===== config.mk =====
export PLATFORM = sky130hd
export DESIGN_NAME = one_hot_index
export DESIGN_NICKNAME = d
export VERILOG_FILES = /design/src/rtl/gray_step_checker_pkg.sv /design/src/rtl/one_hot_index.sv
export SDC_FILE = /design/constraint.sdc
export NUM_CORES = 1
export LEC_CHECK = 0
export ABC_AREA = 0
export CAP_MARGIN = 20
export CORE_AREA = 2 2 39 41
export DETAILED_ROUTE_END_ITERATION = 12
export DIE_AREA = 0 0 41 43
export PLACE_DENSITY_LB_ADDON = 0.25
export RECOVER_POWER = 25
export SLEW_MARGIN = 25
export SYNTH_ARGS = -nofsm -noshare
export SYNTH_HDL_FRONTEND = slang
export SYNTH_SLANG_ARGS = --single-unit
export TNS_END_PERCENT = 20

===== constraint.sdc =====
create_clock -name vclk -period 1
set_clock_uncertainty 0.2 [all_clocks]
set_input_delay 0.2 -clock vclk [all_inputs]
set_output_delay 0.2 -clock vclk [all_outputs]
set_load 0.01 [all_outputs]

===== src/rtl/gray_step_checker_pkg.sv =====
// Shared definitions for the Gray-code step checker.
// The word width is common to the pattern counter and Gray stages.
package gray_step_checker_pkg;

   localparam int GRAY_WIDTH = 12;

   typedef enum logic [1:0] {
      ST_IDLE   = 2'd0,
      ST_TRACK  = 2'd1,
      ST_RESYNC = 2'd2
   } state_t;

endpackage


===== src/rtl/one_hot_index.sv =====
// Position of the set bit in a one-hot vector.
// The result is only meaningful when exactly one bit is set.
module one_hot_index
   import gray_step_checker_pkg::*;
#(
   parameter int WIDTH = GRAY_WIDTH
) (
   input  logic [WIDTH-1:0]         vec,
   output logic [$clog2(WIDTH)-1:0] idx
);

   function automatic logic [$clog2(WIDTH)-1:0] pos(
      input logic [WIDTH-1:0] v
   );
      pos = '0;
      for (int i = 0; i < WIDTH; i++) begin
         if (v[i]) pos = ($clog2(WIDTH))'(i);
      end
   endfunction

   assign idx = pos(vec);

endmodule


==> metrics.md, run 1 <==
| Metric | Value |
|---|---|
| Unique masters post-synth | `9` |
| Std cell rows | `14` |
| DIE WIDTH | `just over 40 µm` |
| Fmax | `0.736 GHz` |
| Crit path max-delay cell type | `a221o_1` |
| WL per Instance | `slightly above 8 µm` |
| Placed cell area | `~290 µm²` |
| Final min period | `roughly 1.4 ns` |
| RSZ-0062 raised after global routing | `yes` |
| Area leader, netlist | `nor2_1` |
| Seq/Total Area, Yosys | `0%` |
| Worst EP arrival | `between 0.9 and 1 ns` |
| Hold_buf cts | `0` |
| Largest net degree at the start of global routing | `5` |
| Failing checks | `setup timing` |
| Count leader, synth | `nor2_1` |
| Ys Warns | `0` |
| Pre-Repair DR Iteration Count | `4` |
| Post-Syn Nets | `30` |
| Sequential cell count | `0` |
| Initial antenna violation count | `0` |
| Cells after Synth | `18` |
| Area grow syn2layout | `205%` |
| Commonest cells in the netlist | `6 x nor2_1, 3 x a21oi_1, 2 x inv_1, 2 x nand2b_1` |
| Tightest Pin Transition | `about 0.26 ns` |
| RD Place Congestion | `0.609` |
| Die ar. | `~1800 µm²` |
| Setup crit end kind | `primary output` |
| Via density per instance | `approximately 3.7` |
| Die Y | `~43 µm` |
| Status | `finished, violations left` |
| Comb power frac | `100.0%` |
| Data required time of the worst path | `roughly 0.60 ns` |
| Input/output buffers | `15` |
| Final Setup Violations | `4` |
| Final cell utilization of the core | `approximately a fifth` |
| Final instance area | `about 280 µm²` |
| DRT Wirelength | `roughly 440 µm` |
| P_int | `~56 µW` |
| Cell Pwr Density | `around 350 nW/µm²` |
| Ant. Diodes | `0` |
| Final Worst Setup Slack | `-0.358 ns` |
| WS Path Type | `input port to primary output` |
| P_leak | `0.000134 µW` |
| DR iter-0 viols | `4` |
| Worst min path class | `input port to primary output` |
| Slowest stage delay, CP | `slightly above 0.3 ns` |
| Syn_area_per_cell | `slightly above 5 µm²` |
| Reg area | `0 µm²` |
| Worst slew margin | `roughly 83%` |
| DRT antenna net count | `0` |
| Max_cap viols | `0` |
| Worst-case vdd ir drop | `approximately 0.10 mV` |
| # clk buffers | `0` |
| Hold Crit Depth | `4` |
| Fin. max-slew vios | `0` |
| DRC viols | `0` |
| IO Pins | `16` |
| Power share of the clock group | `0%` |
| NetSw | `42.6 µW` |
| Final hold viol count | `0` |
| Vias | `about 200` |
| Post-synth top area share | `between 20% and 30%` |
| Flop pwr share | `0%` |
| First-pass GRT wire length | `just under 700 µm` |
| Total grt overflow | `0` |
| Nets@finish | `between 50 and 60` |
| Initial Utilization | `6.69%` |
| Worst-path cell chain | `buf_6, nand2b_4, a221o_1, a21oi_2, buf_2` |
| Number of global-route vias before repair | `around 180` |
| Fin crit share | `136%` |
| Setup crit start kind | `input port` |
| Tot Pwr | `roughly 98 µW` |
| Net Sw Frac | `a little over two fifths` |
| Synthesized area | `about 93 µm²` |
| Layout cells sized above 1 | `approximately 62%` |
| Gr usage total | `about 5.2%` |
| CP max FO | `2` |
| Top post-synthesis cells by area | `nor2_1 24%, a21oi_1 16%, nand2b_1 14%` |
| Core area | `~1400 µm²` |
==> final cells by class <==
cell class / count / area, µm²
inverters: 2 / 7.51
fillers: 166 / 1100
multi-input cells: 16 / 120
repair buffers: 19 / 135
well taps: 16 / 20.0
==> timing repair <==
| action | 4_1_cts | 5_1_grt |
|---|---|---|
| pin swaps | 9 | 5 |
| setup endpoints to repair | 4 | 4 |
| buffers inserted | 1 | 0 |
| resized for setup | 50 | 9 |
==> cells in the final DEF (no fill, tap or decap), types with 2 or more instances in the layout <==
master           n
dlygate4sd2_1    2
clkdlybuf4s15_1  2
buf_2            8
nor2_2           2
a21oi_2          2
buf_6            2
inv_1            2
nor2_1           3
buf_4            4
==> through the flow <==
| stage | TNS [ns] | hold WS, ns | instances | setup WS [ns] |
|---|---|---|---|---|
| 4_1_cts | -1.42 | 0.600 | 53 | -0.406 |
| 6_report | -1.29 | 0.577 | 53 | -0.358 |
| 2_1_floorplan | -0.350 | 0.312 | 18 | -0.181 |
| 5_1_grt | -1.52 | 0.597 | 53 | -0.395 |
| 3_5_place_dp | -4.13 | 1.29 | 52 | -1.15 |
| 3_3_place_gp | -4.13 | 1.30 | 52 | -1.15 |
==> path summary, 6_finish.rpt <==
path              startpoint     end
hold / removal        vec[6]  idx[0]
setup / recovery      vec[2]  idx[0]
==> power groups by stage <==
stage	combinational [µW]	sequential, µW	clock [µW]
3_3_place_gp	105	0	0
4_1_cts	95.6	0	0
3_5_place_dp	105	0	0
6_report	98.4	0	0
5_1_grt	108	0	0
2_1_floorplan	28.3	0	0
==> worst max-delay path: cells and delay by family <==
family | cells | cell delay (ns)
buf+inv | 2 | 0.22
simple gates | 1 | 0.12
compound gates | 2 | 0.42
==> layer usage <==
layer	track usage (%)	wire (µm)	vias to the layer above
li1	-	-	102
met3	1.05	66	0
met2	9.69	215	9
met5	0	0	-
met1	6.01	159	84
met4	0	0	0
==> cell families (layout without fill, tap and decap cells) <==
group | count (synthesis) | count (layout) | share of synthesized area [%]
compound gates | 6 | 6 | 44.6
buf+inv | 2 | 21 | 8.11
simple gates | 10 | 10 | 47.3
No activity file was read; power rests on OpenSTA's default activity.
==> inputs of run 2 (changes only) <==
--- a/config.mk
+++ b/config.mk
@@ -10,6 +10,7 @@
 export CORE_AREA = 2 2 39 41
 export DETAILED_ROUTE_END_ITERATION = 12
 export DIE_AREA = 0 0 41 43
+export GPL_TIMING_DRIVEN = 0
 export PLACE_DENSITY_LB_ADDON = 0.25
 export RECOVER_POWER = 25
 export SLEW_MARGIN = 25
==> constraint.sdc (replaced) <==
create_clock -name vclk -period 1.15
set_clock_uncertainty 0.2 [all_clocks]
set_input_delay 0.23 -clock vclk [all_inputs]
set_output_delay 0.23 -clock vclk [all_outputs]
set_load 0.01 [all_outputs]
==> metrics.md, run 2 (same netlist as run 1, synthesis figures left out) <==
| Metric | Value |
|---|---|
| Cell Pwr Density | `317 nW/µm² (-8.8%)` |
| Worst EP arrival | `0.99 ns (+0.03 ns)` |
| DR iter-0 viols | `3 (-1)` |
| Input/output buffers | `15 (unchanged)` |
| Pre-Repair DR Iteration Count | `4 (unchanged)` |
| CP bufs+invs | `2 (unchanged)` |
| Initial antenna violation count | `0 (unchanged)` |
| RSZ-0062 raised after global routing | `yes` |
| Worst slew margin | `85.2% (+2.3 points)` |
| Layout cells sized above 1 | `65.7% (+3.6 points)` |
| Most frequent cells in the layout | `11 x buf_2, 3 x nor2_1, 3 x clkbuf_2` |
| Final hold viol count | `0 (unchanged)` |
| Worst min path class | `input port to primary output` |
| FILL cells | `172 (+3.6%)` |
| Final Setup Violations | `3 (-1)` |
| Slowest stage delay, CP | `0.30 ns (about the same)` |
| Family with the most delay on the worst path | `compound AO/OA/AOI/OAI gates` |
| Hold Startpoint | `vec[10]` |
| Final cell utilization of the core | `17.1% (-3.3 points)` |
| First-pass GRT wire length | `621 µm (-10%)` |
| DIE WIDTH | `41 µm (unchanged)` |
| # clk buffers | `0 (unchanged)` |
| Fin. max-slew vios | `0 (unchanged)` |
| WS Path Type | `input port to primary output` |
| Fmax | `0.703 GHz` |
| Setup crit end kind | `primary output` |
| Gr usage total | `4.60% (-0.60 points)` |
| Worst-path cell chain | `buf_6, nand2b_4, a221o_1, a21oi_2, buf_2` |
| Failing checks | `setup timing` |
| Core area | `1380 µm² (unchanged)` |
| Reg area | `0 µm² (unchanged)` |
| Tot Pwr | `75.1 µW (-24%)` |
| P_leak | `0.000120 µW (-10%)` |
| Hold_buf cts | `0 (unchanged)` |
| Sequential cell count | `0 (unchanged)` |
| Area grow syn2layout | `155%` |
| Final min period | `1.42 ns` |
| Data required time of the worst path | `0.72 ns (+0.12 ns)` |
| Die ar. | `1760 µm² (unchanged)` |
| Largest net degree at the start of global routing | `5 (unchanged)` |
| DRC viols | `0 (unchanged)` |
| Vias | `195 (unchanged)` |
| Total grt overflow | `0 (unchanged)` |
| Hold Crit Depth | `3 (-1)` |
| Max_cap viols | `0 (unchanged)` |
| Initial Utilization | `6.69% (unchanged)` |
| Final Worst Setup Slack | `-0.272 ns (+0.0861 ns)` |
| RD Place Congestion | `0.614 (+0.82%)` |
| WL per Instance | `7.86 µm (-5.3%)` |
| CP max FO | `2 (unchanged)` |
| Fin crit share | `124%` |
| Commonest non-fill, non-tap cell in the layout | `buf_2` |
| DRT Wirelength | `401 µm (-8.9%)` |
| Tightest Pin Transition | `0.221 ns (-0.0346 ns)` |
| Via density per instance | `3.82 (+3.9%)` |
| Status | `finished, violations left` |
| DRT antenna net count | `0 (unchanged)` |
| Endpoint, Worst Hold | `idx[1]` |
| Std cell rows | `14 (unchanged)` |
| Worst-case vdd ir drop | `0.0789 mV (-22%)` |
| Ant. Diodes | `0 (unchanged)` |
| Die Y | `43 µm (unchanged)` |
| Number of global-route vias before repair | `170 (-7.1%)` |
| Crit path max-delay cell type | `a221o_1` |
| IO Pins | `16 (unchanged)` |
| Multi-input logic area | `113 µm² (-6.2%)` |
| Setup crit start kind | `input port` |
| Nets@finish | `49 (-3.9%)` |
| Hold_ws | `0.569 ns (-0.00839 ns)` |
[run 2: changes by cell type in the layout (fill, tap and decap cells not counted), sizes merged]
cell           delta
dlygate4sd2       -2
clkbuf            +2
clkdlybuf4s15     -2
[run 2: final cells by class]
cell class,instances,area share (%)
multi-input cells,16,47.6
repair buffers,17,40.7
well taps,16,8.47
inverters,2,3.17
[run 2: per-stage QoR]
| stage | setup TNS [ns] | cells | setup slack (ns) | cell area, µm² |
|---|---|---|---|---|
| final | -0.581 | 51 | -0.272 | 236 |
| after floorplan | -0.115 | 18 | -0.0912 | 96.3 |
| after detailed placement | -3.64 | 49 | -1.10 | 267 |
| after global routing | -0.774 | 51 | -0.315 | 236 |
| after global placement | -3.65 | 49 | -1.09 | 267 |
| after CTS | -0.798 | 51 | -0.325 | 245 |
[run 2: where the power goes]
part	switching, µW	total, µW	internal [µW]	leakage (µW)
sequential	0	0	0	0
clock	0	0	0	0
combinational	35.1	75.1	39.9	0.000120
total	35.1	75.1	39.9	0.000120
[run 2: tightest hold or removal path: stages]
cell     delay (ns)
buf_2          0.10
a211o_1        0.09
buf_2          0.12
[run 2: worst max-delay path by stage]
stage,slack (ns),to,depth (start not counted),startpoint
6_report,-0.27,idx[0],5,vec[2]
5_1_grt,-0.32,idx[0],5,vec[2]
4_1_cts,-0.33,idx[0],5,vec[2]
3_5_place_dp,-1.10,idx[0],5,vec[5]
3_3_place_gp,-1.09,idx[0],5,vec[5]
2_1_floorplan,-0.09,idx[0],3,vec[2]
[run 2: per-layer routing]
metal	GRT usage [%]	vias to the layer above	wire, µm
met1	6.65	89	164
met4	0	0	0
met5	0	-	0
li1	-	97	-
met2	7.81	9	189
met3	0	0	48
[run 2: what timing repair did]
| action | 4_1_cts | 5_1_grt |
|---|---|---|
| setup endpoints to repair | 4 | 4 |
| gates cloned | 0 | 0 |
| buffers inserted | 2 | 0 |
| pin swaps | 8 | 4 |
| resized for setup | 59 | 5 |
==> inputs of run 3 (changes only) <==
==> constraint.sdc (replaced) <==
create_clock -name vclk -period 1.4
set_clock_uncertainty 0.2 [all_clocks]
set_input_delay 0.28 -clock vclk [all_inputs]
set_output_delay 0.28 -clock vclk [all_outputs]
set_load 0.01 [all_outputs]
==> metrics.md, run 3 (same netlist as run 1, synthesis figures left out) <==
| Metric | Value |
|---|---|
| Worst-case vdd ir drop | `0.0643 mV (-18%)` |
| Initial antenna violation count | `0 (unchanged)` |
| Largest net degree at the start of global routing | `5 (unchanged)` |
| Total grt overflow | `0 (unchanged)` |
| P_int | `36.2 µW (-9.3%)` |
| Final Worst Setup Slack | `-0.136 ns (+0.136 ns)` |
| Power share of the clock group | `0% (unchanged)` |
| Reg area | `0 µm² (unchanged)` |
| CP max FO | `2 (unchanged)` |
| Max_cap viols | `0 (unchanged)` |
| Final Setup Violations | `3 (unchanged)` |
| Data required time of the worst path | `0.92 ns (+0.20 ns)` |
| Input/output buffers | `15 (unchanged)` |
| Net Sw Frac | `45.5% (-1.3 points)` |
| Die Y | `43 µm (unchanged)` |
| Worst min path class | `input port to primary output` |
| Most frequent cells in the layout | `8 x buf_2, 3 x nor2_1, 3 x buf_4` |
| FILL cells | `164 (-4.7%)` |
| Setup crit end kind | `primary output` |
| WL per Instance | `8.80 µm (+12%)` |
| Nets@finish | `49 (unchanged)` |
| RD Place Congestion | `0.640 (+4.3%)` |
| Cell Pwr Density | `254 nW/µm² (-20%)` |
| Multi-input logic area | `118 µm² (+4.4%)` |
| Status | `finished, violations left` |
| Pre-Repair DR Iteration Count | `2 (-2)` |
| Sequential cell count | `0 (unchanged)` |
| Initial Utilization | `6.69% (unchanged)` |
| Hold_ws | `0.769 ns (+0.200 ns)` |
| Setup crit start kind | `input port` |
| DRT Wirelength | `449 µm (+12%)` |
| Final hold viol count | `0 (unchanged)` |
| P_leak | `0.000124 µW (+3.3%)` |
| Vias | `194 (-0.51%)` |
| Die ar. | `1760 µm² (unchanged)` |
| DRT antenna net count | `0 (unchanged)` |
| Comb power frac | `100.0% (about the same)` |
| NetSw | `30.2 µW (-14%)` |
| Fin. max-slew vios | `0 (unchanged)` |
| RSZ-0062 raised after global routing | `yes` |
| Worst EP arrival | `1.06 ns (+0.07 ns)` |
| # clk buffers | `0 (unchanged)` |
| Place WS | `-0.966 ns (+0.131 ns)` |
| WS Path Type | `input port to primary output` |
| Tightest Pin Transition | `0.214 ns (-0.00608 ns)` |
| Std cell rows | `14 (unchanged)` |
| Via density per instance | `3.80 (-0.51%)` |
| Ant. Diodes | `0 (unchanged)` |
| Worst slew margin | `85.6% (+0.42 points)` |
| Layout cells sized above 1 | `57.1% (-8.6 points)` |
| First-pass GRT wire length | `683 µm (+10%)` |
| Placed cell area | `263 µm² (-1.4%)` |
| Fmax | `about 0.65 GHz` |
| DR iter-0 viols | `1 (-2)` |
| Gr usage total | `5.19% (+0.60 points)` |
| Setup TNS | `-0.228 ns (+0.353 ns)` |
| Final instance area | `262 µm² (+11%)` |
| Commonest non-fill, non-tap cell in the layout | `buf_2` |
| IO Pins | `16 (unchanged)` |
| Area grow syn2layout | `182%` |
| Hold_buf cts | `0 (unchanged)` |
| Core area | `1380 µm² (unchanged)` |
| Final min period | `1.54 ns` |
| DIE WIDTH | `41 µm (unchanged)` |
| Failing checks | `setup timing` |
| DRC viols | `0 (unchanged)` |
| Flop pwr share | `0% (unchanged)` |
| Number of global-route vias before repair | `187 (+10%)` |
| Fin crit share | `110%` |
| Final HPWL DP | `approximately 360 µm` |
==> run 3: through the flow <==
stage / utilization, % / std cells / power [µW]
floorplan: - / 18 / 18.7
global placement: 19.0 / 49 / 68.4
detailed placement: 19.0 / 49 / 68.3
CTS: 18.4 / 51 / 62.9
global route: 18.9 / 51 / 73.0
finish: 18.9 / 51 / 66.4
==> run 3: routing by layer <==
metal	GRT usage, %	wire [µm]	up-vias	share of wire, %
met5	0	0	-	0
met4	0	0	0	0
met3	1.05	60	0	13
met2	10.0	227	9	51
met1	5.70	161	88	36
li1	-	-	97	-
==> run 3: final cells by class <==
type	count	area share (%)
Timing Repair Buffer	17	44.5
Inverter	2	2.87
Multi-Input combinational cell	16	45.0
Tap cell	16	7.66
==> run 3: path summary, 6_finish.rpt <==
check	endpoint	from	cells past startpoint	slack (ns)
worst max-delay path	idx[0]	vec[2]	5	-0.14
worst min-delay path	idx[2]	vec[5]	4	0.77
==> run 3: power groups by stage <==
stage | combinational, µW | sequential, µW | clock, µW
2_1_floorplan | 18.7 | 0 | 0
3_3_place_gp | 68.4 | 0 | 0
3_5_place_dp | 68.3 | 0 | 0
4_1_cts | 62.9 | 0 | 0
5_1_grt | 73.0 | 0 | 0
6_report | 66.4 | 0 | 0
==> run 3: worst max-delay path: stages <==
cell and delay, ns:
buf_6 0.09, nand2b_4 0.12, a221o_1 0.31, a21oi_2 0.12
buf_2 0.14
==> run 3: timing repair <==
action | in CTS | in global routing
pin swaps | 6 | 4
endpoints found under the hold margin | 0 | 0
setup endpoints to repair | 4 | 3
setup buffers | 2 | 0
gates resized for setup | 55 | 5
